## src/rtl/aes_round_sequencer.sv

```systemverilog
// aes_round_sequencer: iterative AES-128 encryptor, one round per clock; AES_ZEROIZE_EN clears ct_out/state/key residue
module aes_mix_columns (
   input  logic [127:0] d,
   output logic [127:0] q
);
   function automatic logic [7:0] xt(input logic [7:0] b);
      return {b[6:0], 1'b0} ^ (b[7] ? 8'h1b : 8'h00);
   endfunction
   for (genvar c = 0; c < 4; c++) begin : g_col
      logic [7:0] a0, a1, a2, a3;
      assign {a0, a1, a2, a3} = d[127-32*c -: 32];
      assign q[127-32*c -: 32] = {xt(a0) ^ xt(a1) ^ a1 ^ a2 ^ a3,
                                  a0 ^ xt(a1) ^ xt(a2) ^ a2 ^ a3,
                                  a0 ^ a1 ^ xt(a2) ^ xt(a3) ^ a3,
                                  xt(a0) ^ a0 ^ a1 ^ a2 ^ xt(a3)};
   end
endmodule

module aes_round_sequencer (
   input  logic         clk,
   input  logic         rst,
   input  logic         in_valid,
   output logic         in_ready,
   input  logic [127:0] pt_in,
   input  logic [127:0] key_in,
   output logic         out_valid,
   input  logic         out_ready,
   output logic [127:0] ct_out,
   output logic         busy,
   output logic [3:0]   round,
   output logic [127:0] sb_in,
   input  logic [127:0] sb_out,
   output logic [31:0]  sw_in,
   input  logic [31:0]  sw_out
);
   typedef enum logic [1:0] {IDLE, ROUND, DONE} fsm_e;
   fsm_e fsm_q, fsm_d;
   logic [127:0] st_q, st_d, rk_q, rk_d, mc, nk;
   logic [7:0] rcon_q, rcon_d;
   logic [3:0] round_q, round_d;
   logic [31:0] t, w0, w1, w2, w3;
   logic last;
   aes_mix_columns u_mc (.d(sb_out), .q(mc));
   assign last = round_q == 4'd10;
   assign t = {sw_out[23:0], sw_out[31:24]} ^ {rcon_q, 24'h0};
   assign w0 = rk_q[127:96] ^ t;
   assign w1 = rk_q[95:64] ^ w0;
   assign w2 = rk_q[63:32] ^ w1;
   assign w3 = rk_q[31:0] ^ w2;
   assign nk = {w0, w1, w2, w3};
   always_comb begin
      fsm_d = fsm_q;
      st_d = st_q;
      rk_d = rk_q;
      rcon_d = rcon_q;
      round_d = round_q;
      case (fsm_q)
         IDLE: if (in_valid) begin
            fsm_d = ROUND;
            st_d = pt_in ^ key_in;
            rk_d = key_in;
            rcon_d = 8'h01;
            round_d = 4'd1;
         end
         ROUND: begin
            fsm_d = last ? DONE : ROUND;
            st_d = (last ? sb_out : mc) ^ nk;
            rk_d = nk;
            rcon_d = {rcon_q[6:0], 1'b0} ^ (rcon_q[7] ? 8'h1b : 8'h00);
            round_d = last ? round_q : round_q + 4'd1;
         end
         DONE: if (out_ready) begin
            fsm_d = IDLE;
            round_d = '0;
`ifdef AES_ZEROIZE_EN
            st_d = '0;
            rk_d = '0;
`endif
         end
         default: fsm_d = IDLE;
      endcase
   end
   always_ff @(posedge clk) begin
      if (rst) begin
         fsm_q <= IDLE;
         st_q <= '0;
         rk_q <= '0;
         rcon_q <= '0;
         round_q <= '0;
      end else begin
         fsm_q <= fsm_d;
         st_q <= st_d;
         rk_q <= rk_d;
         rcon_q <= rcon_d;
         round_q <= round_d;
      end
   end
   assign in_ready = fsm_q == IDLE;
   assign out_valid = fsm_q == DONE;
   assign busy = fsm_q != IDLE;
   assign round = round_q;
   assign sb_in = st_q;
   assign sw_in = rk_q[31:0];
`ifdef AES_ZEROIZE_EN
   assign ct_out = out_valid ? st_q : '0;
`else
   assign ct_out = st_q;
`endif
endmodule

```

## config.mk

```make
export PLATFORM = sky130hd
export DESIGN_NAME = aes_round_sequencer
export DESIGN_NICKNAME = d
export VERILOG_FILES = /design/src/rtl/aes_round_sequencer.sv
export SDC_FILE = /design/constraint.sdc
export NUM_CORES = 1
export LEC_CHECK = 0
export ABC_AREA = 0
export ABC_CLOCK_PERIOD_IN_PS = 2400
export BUFFER_PORTS_ARGS = -buffer_cell sky130_fd_sc_hd__buf_4
export CAP_MARGIN = 10
export CORE_AREA = 2 2 276 278
export CTS_BUF_LIST = sky130_fd_sc_hd__clkbuf_4 sky130_fd_sc_hd__clkbuf_8
export CTS_CLUSTER_DIAMETER = 30
export DETAILED_ROUTE_END_ITERATION = 7
export DIE_AREA = 0 0 278 280
export GPL_TIMING_DRIVEN = 0
export PLACE_DENSITY = 0.57
export SYNTH_ARGS = -nofsm -noshare
export SYNTH_HDL_FRONTEND = slang
export SYNTH_SLANG_ARGS = --single-unit
```

## constraint.sdc

```tcl
create_clock -name clk -period 2.4 [get_ports clk]
set_clock_uncertainty 0.2 [all_clocks]
set_input_delay 0.36 -clock clk [delete_from_list [all_inputs] [get_ports clk]]
set_output_delay 0.36 -clock clk [all_outputs]
set_load 0.005 [all_outputs]
```

Word level (Yosys, flattened, before mapping)
Index checks and enable logic that the tools add are counted.
{ "word_totals": {"regBits": 270, "out_inout_bits": 295, "in_bits": 420, "elab_cells": 139} }
{ "op_classes": {"n_reduce_logical": 7, "add_sub_neg": 1, "n_mux": 32, "bitwise_logic": 88, "eq_ne": 6} }
{ "op_table": {"columns": ["operator", "n"], "rows": [
  ["$xor 8x8->8", 79],
  ["$pmux 128 s2", 2],
  ["$mux 128", 3],
  ["$xor 128x128->128", 2],
  ["$xor 32x32->32", 5],
  ["$mux 5", 17],
  ["$pmux 8 s2", 1],
  ["$xor 8x5->8", 2],
  ["$mux 4", 3],
  ["$pmux 4 s3", 1],
  ["$mux 8", 1],
  ["$mux 2", 3],
  ["$pmux 2 s3", 1],
  ["$add 4x1->4 const B", 1],
  ["$eq 4x4->1 const B", 1],
  ["$ne 2x2->1 const B", 2],
  ["$reduce_and 2->1", 2],
  ["$reduce_and 4->1", 1],
  ["$reduce_bool 2->1", 2],
  ["$reduce_bool 3->1", 1],
  ["$eq 2x1->1 const B", 1],
  ["$eq 2x2->1 const B", 1],
  ["$logic_not 2->1", 1],
  ["$ne 2x1->1 const B", 1]
]} }

Longest topological paths before layout
Gate-level depths: netlist of run 1.
{ "depth": {"ltp_word": 9, "mapped_depth": 11, "ltp_nobuf": 7} }

Hierarchy
Synthesis of run 1 repeated with hierarchy kept, for this count alone.
{ "hier_totals": {"cells_unflattened": 2540, "hier_area_um2": 23895.4} }
{ "modules_own_cells": {"columns": ["mod", "area_per_inst_um2", "n_inst", "seq_area_each_um2", "cells_each"], "rows": [
  ["aes_round_sequencer", 18666.7, 1, 5405.2, 2223],
  ["aes_mix_columns", 5228.8, 1, 0.0, 317]
]} }

Worst setup path before layout of run 1
OpenSTA, ideal clock, no wires.
{ "synth_path": {"path_kind": "register -> register", "from": "register fsm_q[0]", "to": "register rk_q[64]", "setup_slack_ns": 0.119, "setup_ns": 0.128, "path_stages_with_launch": 10, "arrival_ns": 1.953, "period_less_slack_ns": 2.281, "n_path_buf": 3, "t_required_ns": 2.072, "path_cell_list": "dfxtp_1 inv_1 ha_1 buf_2 o21ai_1 clkbuf_8 clkbuf_1 nand2_1 a22oi_1 nor2_1"} }
{ "synth_between": {"elab_chain_cells": 3, "elab_cells_between_ends": 6, "classes_between": "eq/ne (2); mux (1); reduce/logical (3)"} }
{ "synth_lines": {"columns": ["element", "line_no", "rtl"], "rows": [
  ["from (decl)", "37", "fsm_e fsm_q, fsm_d;"],
  ["from (signal assigned)", "91", "fsm_q <= fsm_d;"],
  ["$logic_not 2->1 (*)", null, null],
  ["net in_ready", "23", "output logic in_ready,"],
  ["$ne 2x2->1 (no line) or $reduce_bool 2->1 (tied branches)", null, null],
  ["$reduce_and 2->1 (no line)", null, null],
  ["to (signal assigned)", "93", "rk_q <= rk_d;"],
  ["to (decl)", "38", "logic [127:0] st_q, st_d, rk_q, rk_d, mc, nk;"]
]} }
Mark *: on every way through the listed nets, which the timed path passes. The rest lies on a longest branch.
A chain may end at the register's enable or synchronous reset.

Worst setup path in the final report of run 1
{ "layout_path": {"from": "register round_q[0], in the netlist round[0]", "to": "register st_q[25], in the netlist ct_out[25]"} }
{ "layout_between": {"elab_chain_cells": 4} }
{ "layout_lines": {"columns": ["element", "line_no", "rtl"], "rows": [
  ["from (decl)", "40", "logic [3:0] round_q, round_d;"],
  ["from (signal assigned)", "95", "round_q <= round_d;"],
  ["$eq 4x4->1", "44", "assign last = round_q == 4'd10;"],
  ["$mux 128", "67", "st_d = (last ? sb_out : mc) ^ nk;"],
  ["$xor 128x128->128", "67", null],
  ["$pmux 128 s2", "57", "case (fsm_q)"],
  ["to (signal assigned)", "92", "st_q <= st_d;"],
  ["to (decl)", "38", null]
]} }
Every way passes these cells.

==> summary.md, run 1 <==
| Metric | Value |
|---|---|
| Post-layout min period | `about 2.5 ns` |
| Ys async rst share | `0` |
| Reg area | `roughly 5400 um^2` |
| CTS root buf | `clkbuf_8` |
| I/O pins | `between 700 and 800` |
| Failing checks | `negative setup slack` |
| WL per Instance | `roughly 30 um` |
| Final period util | `1.02` |
| Worst Reg-to-Reg Cells | `10` |
| Die Y | `around 280 um` |
| Top post-synthesis cells by count | `nand2_1 (288), dfxtp_1 (270), xnor2_1 (226), nor2_1 (207), o21ai_0 (189)` |
| CTS tree | `done` |
| Arr. time, crit path | `roughly 2.8 ns` |
| Final ANT Viol Nets | `0` |
| Mapped Cells | `2,842` |
| Reg power frac | `0.218` |
| Clk slew on worst S/H paths | `0.05 ns` |
| Clock buffer depth | `3` |
| Die width | `between 200 and 300 um` |
| Initial DRC count | `approximately 3,400` |
| Gr usage total | `0.379` |
| Average size of a mapped cell | `between 8 and 9 um^2` |
| Synthesis-to-layout area growth | `53.1%` |
| Relative slew slack | `0.227` |
| HPWL Detailed | `about 120,000 um` |
| Status | `finished with violations` |
| Worst vdd ir | `between 0.0003 and 0.0004 V` |
| Post-synth EDFFs | `0` |
| Post-synthesis register bit count | `270` |
| Post-Syn Area | `~25,000 um^2` |
| Synth warn | `0` |
| Power Dens Cells | `a little over 700 nW/um^2` |
| Dpl cell area | `~31,000 um^2` |
| Initial antenna violation count | `11` |
| Number of vias per cell | `5.66` |
| Worst Path Buf+Inv | `5` |
| Clock Power Share | `0.316` |
| Fraction of layout cells with a size suffix above 1 | `0.328` |
| Nature of the critical path endpoint | `register` |
| Routability Congestion | `a little over 1` |
| GRT Residual Overflow | `0` |
| Vias in the first global route | `about 27,000` |
| Routed wire length | `between 150,000 and 200,000 um` |
| Sequential element share of the synthesized area | `0.217` |
| Least-Margin Pin Slew | `between 1 and 1.5 ns` |
| Filler cells | `approximately 7,200` |
| Cell mode on critical path | `buf_6` |
| Final setup viols | `6` |
| Hold Startpoint | `pt_in[66]` |
| CP Data Required Time | `2.79 ns` |
| Core box area | `roughly 75,000 um^2` |
| Fin. Hold Viols | `0` |
| Largest fanout on the critical path | `8` |
| Multi-input logic area | `17,900 um^2` |
| Max incr delay on CP | `around 0.41 ns` |
| R2r setup slk | `-0.05 ns` |
| Netlist cell types | `77` |
| # DRC | `0` |
| TritonCTS buffer count | `91` |
| Ys flop type | `dfxtp_1` |
| Kind of critical path | `reg -> reg` |
| Crit start category | `register` |
| TritonRoute pass-1 iters | `6` |
| Worst path slowest cell | `mux2i_4` |
| P_leak | `roughly 17 nW` |
| MaxCap Viol Count | `0` |
| RR Startpoint | `round[0]` |
| IO buf count | `~650` |
| Design area | `38,200 um^2` |
| Vias post-DR | `28,300` |
| Hold Path Sink | `ct_out[66]` |
| Clock sink count | `270` |
| Mapped Nets | `~3,300` |
| Unrepaired setup endpoints after global routing | `yes` |
| Area contributors post-synth | `dfxtp_1 (22%), xnor3_1 (14%), xnor2_1 (7.9%)` |
| Logic pwr share | `0.467` |
| Net Sw Power | `between 10 and 15 mW` |
| DIE AREA | `just under 80,000 um^2` |
| Pre-CTS setup slack | `-1.55 ns` |
| Max Slew Vio Count | `0` |
| Initial Util | `0.331` |
| Top-area cell type share of the netlist area | `0.217` |
| Highest clock rate | `407 MHz` |
| CTS H-tree lvls | `3` |
| Hold WC Path Type | `in -> reg` |
| Int Power | `16.8 mW` |
| Worst Hold Depth | `5` |
| Largest net degree at the start of global routing | `13` |
| Row count | `101` |
| First-pass GRT wire length | `between 200,000 and 250,000 um` |
| Top delay family on crit path | `multiplexers` |
| Final setup margin | `-0.0549 ns` |
| Yosys top cell by area | `dfxtp_1` |
| Clk_lat worst skew | `0.72 ns` |
| Worst reg2reg endpoint | `ct_out[25]` |
| Switching part of the total | `0.387` |
| Most frequent cell after synthesis | `nand2_1` |
| Nets | `between 4,000 and 5,000` |
| Crit path cell chain | `inv_4 > ha_4 > nand3b_1 > buf_6 > buf_6 > buf_12 > buf_16 > mux2i_4 > mux2i_2 > o21ai_1` |
## cells in the final DEF, fill, tap and decap left out, types with 32 or more instances in the layout
cell type	n
xor2_1	174
xor3_1	43
o21ai_0	162
clkbuf_4	41
a22oi_1	99
xnor3_1	141
o211ai_1	32
nand2b_1	44
dlygate4sd3_1	327
nand2_1	288
nor3_1	73
o2bb2ai_1	38
clkbuf_8	132
a211oi_1	32
xnor2_1	206
nor2_1	201
a21oi_1	131
o31ai_1	38
clkbuf_2	47
buf_4	853
dfxtp_1	266
clkbuf_1	60
## state kept, by name, summed over array words and instances, names as in the netlist
name	count
ct_out	128
fsm_q	2
rcon_q	8
rk_q	128
round	4
## worst max-delay path by stage
stage | slack (ns) | depth (start not counted) | from | end
floorplan | 0.12 | 9 | fsm_q[0] | rk_q[64]
detailed placement | -1.55 | 9 | round[0] | ct_out[45]
finish | -0.05 | 10 | round[0] | ct_out[25]
global placement | -1.94 | 7 | fsm_q[1] | rk_q[3]
global route | -0.07 | 11 | round[0] | ct_out[98]
CTS | 0.0007 | 5 | rcon_q[2] | ct_out[58]
## timing repair
item,in CTS,in global routing
buffers inserted,21,8
gates resized for setup,377,98
endpoints found under the hold margin,236,0
pin swaps,7,17
hold buffers,327,0
endpoints found under the setup margin,270,175
## per-stage QoR
step | total power, mW | cells | TNS, ns | utilization | hold slack [ns]
after floorplan | 12.2 | 2842 | 0 | - | 0.244
after global placement | 17.2 | 4473 | -308.01 | 0.413 | 0.250
after detailed placement | 17.2 | 4479 | -255.40 | 0.414 | 0.257
after CTS | 26.9 | 4992 | 0 | 0.503 | 0.000911
after global routing | 28.2 | 4999 | -0.310 | 0.507 | 0.0495
final | 27.4 | 5003 | -0.157 | 0.508 | 0.0178
## power groups by stage
stage	registers (mW)	clock network [mW]	logic (mW)
global route	6.01	8.93	13.2
CTS	5.92	8.67	12.3
floorplan	5.67	0	6.52
global placement	5.98	0	11.2
finish	5.97	8.67	12.8
detailed placement	5.99	0	11.3
## layer usage
layer / part of all wire / vias to the layer above / track usage
li1: - / 12200 / -
met1: 0.37 / 13700 / 0.445
met2: 0.46 / 2003 / 0.622
met3: 0.11 / 410 / 0.0987
met4: 0.068 / 4 / 0.225
met5: 0.00059 / - / 0.000625
## area by class of cell
cell class | count | share of cell area
antenna | 7 | 0.000459
buffer | 393 | 0.0760
clock buffer | 126 | 0.0431
clock inverter | 42 | 0.0129
inverter | 13 | 0.00144
multi-input combinational | 2160 | 0.470
sequential | 270 | 0.142
tap | 978 | 0.0321
timing repair buffer | 1014 | 0.222
## worst min-delay path, stage by stage
cell and delay, ns:
buf_4 0.08, xnor2_1 0.09, nor2_1 0.10, a311oi_1 0.06
nor3_1 0.18
## logic make-up (layout without fill, tap and decap cells)
logic type | count (synthesis) | in the layout | share of synthesized area
adder cells (fa/ha/maj) | 5 | 5 | 0.00251
multiplexers | 43 | 43 | 0.0173
AO/OA/AOI/OAI | 761 | 761 | 0.206
AND/OR/NAND/NOR | 732 | 732 | 0.130
XOR/XNOR | 619 | 619 | 0.334
other | 0 | 7 | 0
buffers and inverters | 412 | 1588 | 0.0939
flip-flops | 270 | 270 | 0.217
Power figures use the tool's default switching activity.
==> run 2: changes to the inputs <==
--- a/config.mk
+++ b/config.mk
@@ -16,6 +16,7 @@
 export DIE_AREA = 0 0 278 280
 export GPL_TIMING_DRIVEN = 0
 export PLACE_DENSITY = 0.57
+export SKIP_CTS_REPAIR_TIMING = 1
 export SYNTH_ARGS = -nofsm -noshare
 export SYNTH_HDL_FRONTEND = slang
 export SYNTH_SLANG_ARGS = --single-unit
==> run 2 against run 1 <==
Cell area shrank 0.99%. Via count fell by 0.30%. Die area is the same. Hold slack worse by 0.10 ns. The run ends with negative hold slack, negative setup slack left. Combinational power about the same. Sequential share of layout area up 0.14 points. Global-route usage down 1.0 points. Largest cell class unchanged. Largest power group unchanged. Core utilization is 0.50 points lower.
==> summary.md, run 2 (synthesis results as in run 1) <==
| Metric | Value |
|---|---|
| Status | `finished with violations` |
| Failing checks | `negative hold slack, negative setup slack` |
| Pre-CTS setup slack | `-1.55 ns (unchanged)` |
| Met1 Use GR | `0.429 (-0.0159)` |
| First-pass GRT wire length | `199,000 um (-3.6%)` |
| Worst Hold Depth | `4 (-1)` |
| HPWL Detailed | `121,000 um (unchanged)` |
| TritonCTS buffer count | `91 (unchanged)` |
| Commonest non-fill, non-tap cells in the layout | `buf_4 (851), nand2_1 (287), dlygate4sd3_1 (275), dfxtp_1 (265), xnor2_1 (208)` |
| CTS root buf | `clkbuf_8` |
| Number of vias per cell | `5.69 (+0.59%)` |
| Vias post-DR | `28,200 (-0.30%)` |
| Setup TNS | `-0.211 ns (-0.0541 ns)` |
| Die Y | `280 um (unchanged)` |
| CTS tree | `done` |
| Least-Margin Pin Slew | `1.28 ns (+0.125 ns)` |
| IO buf count | `653 (unchanged)` |
| Crit start category | `register` |
| Gr usage total | `0.368 (-0.0104)` |
| Total Power | `27.4 mW (-0.33%)` |
| Design area | `37,800 um^2 (-0.99%)` |
| Row count | `101 (unchanged)` |
| Fraction of layout cells with a size suffix above 1 | `0.331 (+0.00363)` |
| WL per Instance | `31.2 um (+1.3%)` |
| Worst path slowest cell | `dfxtp_2` |
| Commonest non-fill, non-tap cell in the layout | `buf_4` |
| Max incr delay on CP | `0.34 ns (-0.07 ns)` |
| Hold Startpoint | `key_in[14]` |
| Unrepaired setup endpoints after global routing | `yes` |
| Relative slew slack | `0.144 (-0.0833)` |
| Finished Core Util | `0.503 (-0.00501)` |
| Final setup margin | `-0.0944 ns (-0.0395 ns)` |
| DIE AREA | `77,800 um^2 (unchanged)` |
| Clk slew on worst S/H paths | `0.05 ns (about the same)` |
| Final period util | `1.04 (+0.0165)` |
| Fin. Hold Viols | `34 (+34)` |
| GRT Residual Overflow | `0 (unchanged)` |
| Vias in the first global route | `25,400 (-7.4%)` |
| I/O pins | `715 (unchanged)` |
| Hold WC Path Type | `in -> reg` |
| Hold Path Sink | `rk_q[14]` |
| Largest net degree at the start of global routing | `13 (unchanged)` |
| Met2 Resource Use GR | `0.591 (-0.0315)` |
| Dpl cell area | `31,100 um^2 (unchanged)` |
| Highest clock rate | `401 MHz (-1.6%)` |
| TritonRoute pass-1 iters | `7 (+1)` |
| Clk_lat worst skew | `0.73 ns (about the same)` |
| Clock sink count | `270 (unchanged)` |
| Worst vdd ir | `0.000387 V (+0.38%)` |
| CTS H-tree lvls | `3 (unchanged)` |
| Die width | `278 um (unchanged)` |
| Synthesis-to-layout area growth | `51.6%` |
| Crit path cell chain | `inv_4 > ha_4 > buf_12 > clkinvlp_4 > buf_6` |
| # DRC | `0 (unchanged)` |
| Initial Util | `0.331 (unchanged)` |
| Worst reg2reg endpoint | `ct_out[25]` |
| Clock buffer depth | `3 (unchanged)` |
| Nets | `4,324 (-1.0%)` |
| Arr. time, crit path | `1.93 ns (-0.91 ns)` |
| Final setup viols | `7 (+1)` |
| Initial DRC count | `3,382 (-0.35%)` |
| P_leak | `17.3 nW (-0.91%)` |
| Max Slew Vio Count | `0 (unchanged)` |
| CP Data Required Time | `1.84 ns (-0.95 ns)` |
| Filler cells | `7,307 (+1.0%)` |
| Fin Hold WS | `-0.0867 ns (-0.104 ns)` |
| R2r setup slk | `-0.07 ns (-0.02 ns)` |
| Initial antenna violation count | `15 (+4)` |
| RR Startpoint | `round[0]` |
| Worst Reg-to-Reg Cells | `10 (unchanged)` |
| Final ANT Viol Nets | `0 (unchanged)` |
| Routability Congestion | `1.03 (unchanged)` |
| Core box area | `75,200 um^2 (unchanged)` |
| MaxCap Viol Count | `0 (unchanged)` |
| Nature of the critical path endpoint | `output pin` |
| Largest fanout on the critical path | `6 (-2)` |
| Post-layout min period | `2.49 ns (+0.0395 ns)` |
| Power Dens Cells | `724 nW/um^2 (+0.67%)` |
| Routed wire length | `155,000 um (+0.36%)` |
| Grt met3 use | `0.108 (+0.00891)` |
| Kind of critical path | `reg -> out` |
| Most Crowded Layer GR | `met2` |
[run 2: changes by cell type in the layout (fill, tap and decap cells not counted), moves of 3 or more]
cell,previous run,this run
clkbuf_4,41,46
clkbuf_2,47,32
buf_2,30,38
clkbuf_16,3,7
clkbuf_8,132,117
buf_8,6,9
buf_6,18,29
a21oi_1,131,134
buf_12,9,12
dlygate4sd3_1,327,275
[run 2: area by class of cell]
type	instances	area, um^2	area share
antenna	7	17.5	0.000464
buffer	397	2950	0.0779
clock buffer	126	1650	0.0436
clock inverter	42	490	0.0130
inverter	13	60.1	0.00159
multi-input combinational	2161	17900	0.473
sequential	270	5410	0.143
tap	978	1220	0.0324
timing repair buffer	965	8100	0.214
[run 2: critical path: cells and delay by family (launching register included)]
kind | cells | cell delay, ns
adders and majority gates | 1 | 0.20
buffers and inverters | 4 | 0.67
DFF | 1 | 0.34
[run 2: worst max path at each step]
| stage | startpoint | to | slack (ns) | cells past startpoint |
|---|---|---|---|---|
| after floorplan | fsm_q[0] | rk_q[64] | 0.12 | 9 |
| after global placement | fsm_q[1] | rk_q[3] | -1.94 | 7 |
| after detailed placement | round[0] | ct_out[45] | -1.55 | 9 |
| after CTS | round[0] | ct_out[45] | -1.57 | 9 |
| after global routing | fsm_q[1] | ct_out[91] | -0.06 | 7 |
| final | fsm_q[1] | busy | -0.09 | 5 |
[run 2: stage by stage]
stage                     hold WS, ns  cells
final                         -0.0867   4959
after global routing        -0.000752   4955
after CTS                      -0.252   4647
after detailed placement        0.257   4479
after global placement          0.250   4473
after floorplan                 0.244   2842
[run 2: metal layers]
layer	vias to the layer above	wire length [um]
li1	12100	-
met1	13700	56100
met2	1988	70200
met3	455	17200
met4	8	11100
met5	-	53
[run 2: where the power goes]
group          switching (mW)  total, mW  internal (mW)  leakage [nW]
Sequential              0.856       5.97           5.12          2.23
Combinational            6.57       12.7           6.12          14.0
Clock                    3.18       8.69           5.51          1.11
Total                    10.6       27.4           16.7          17.3
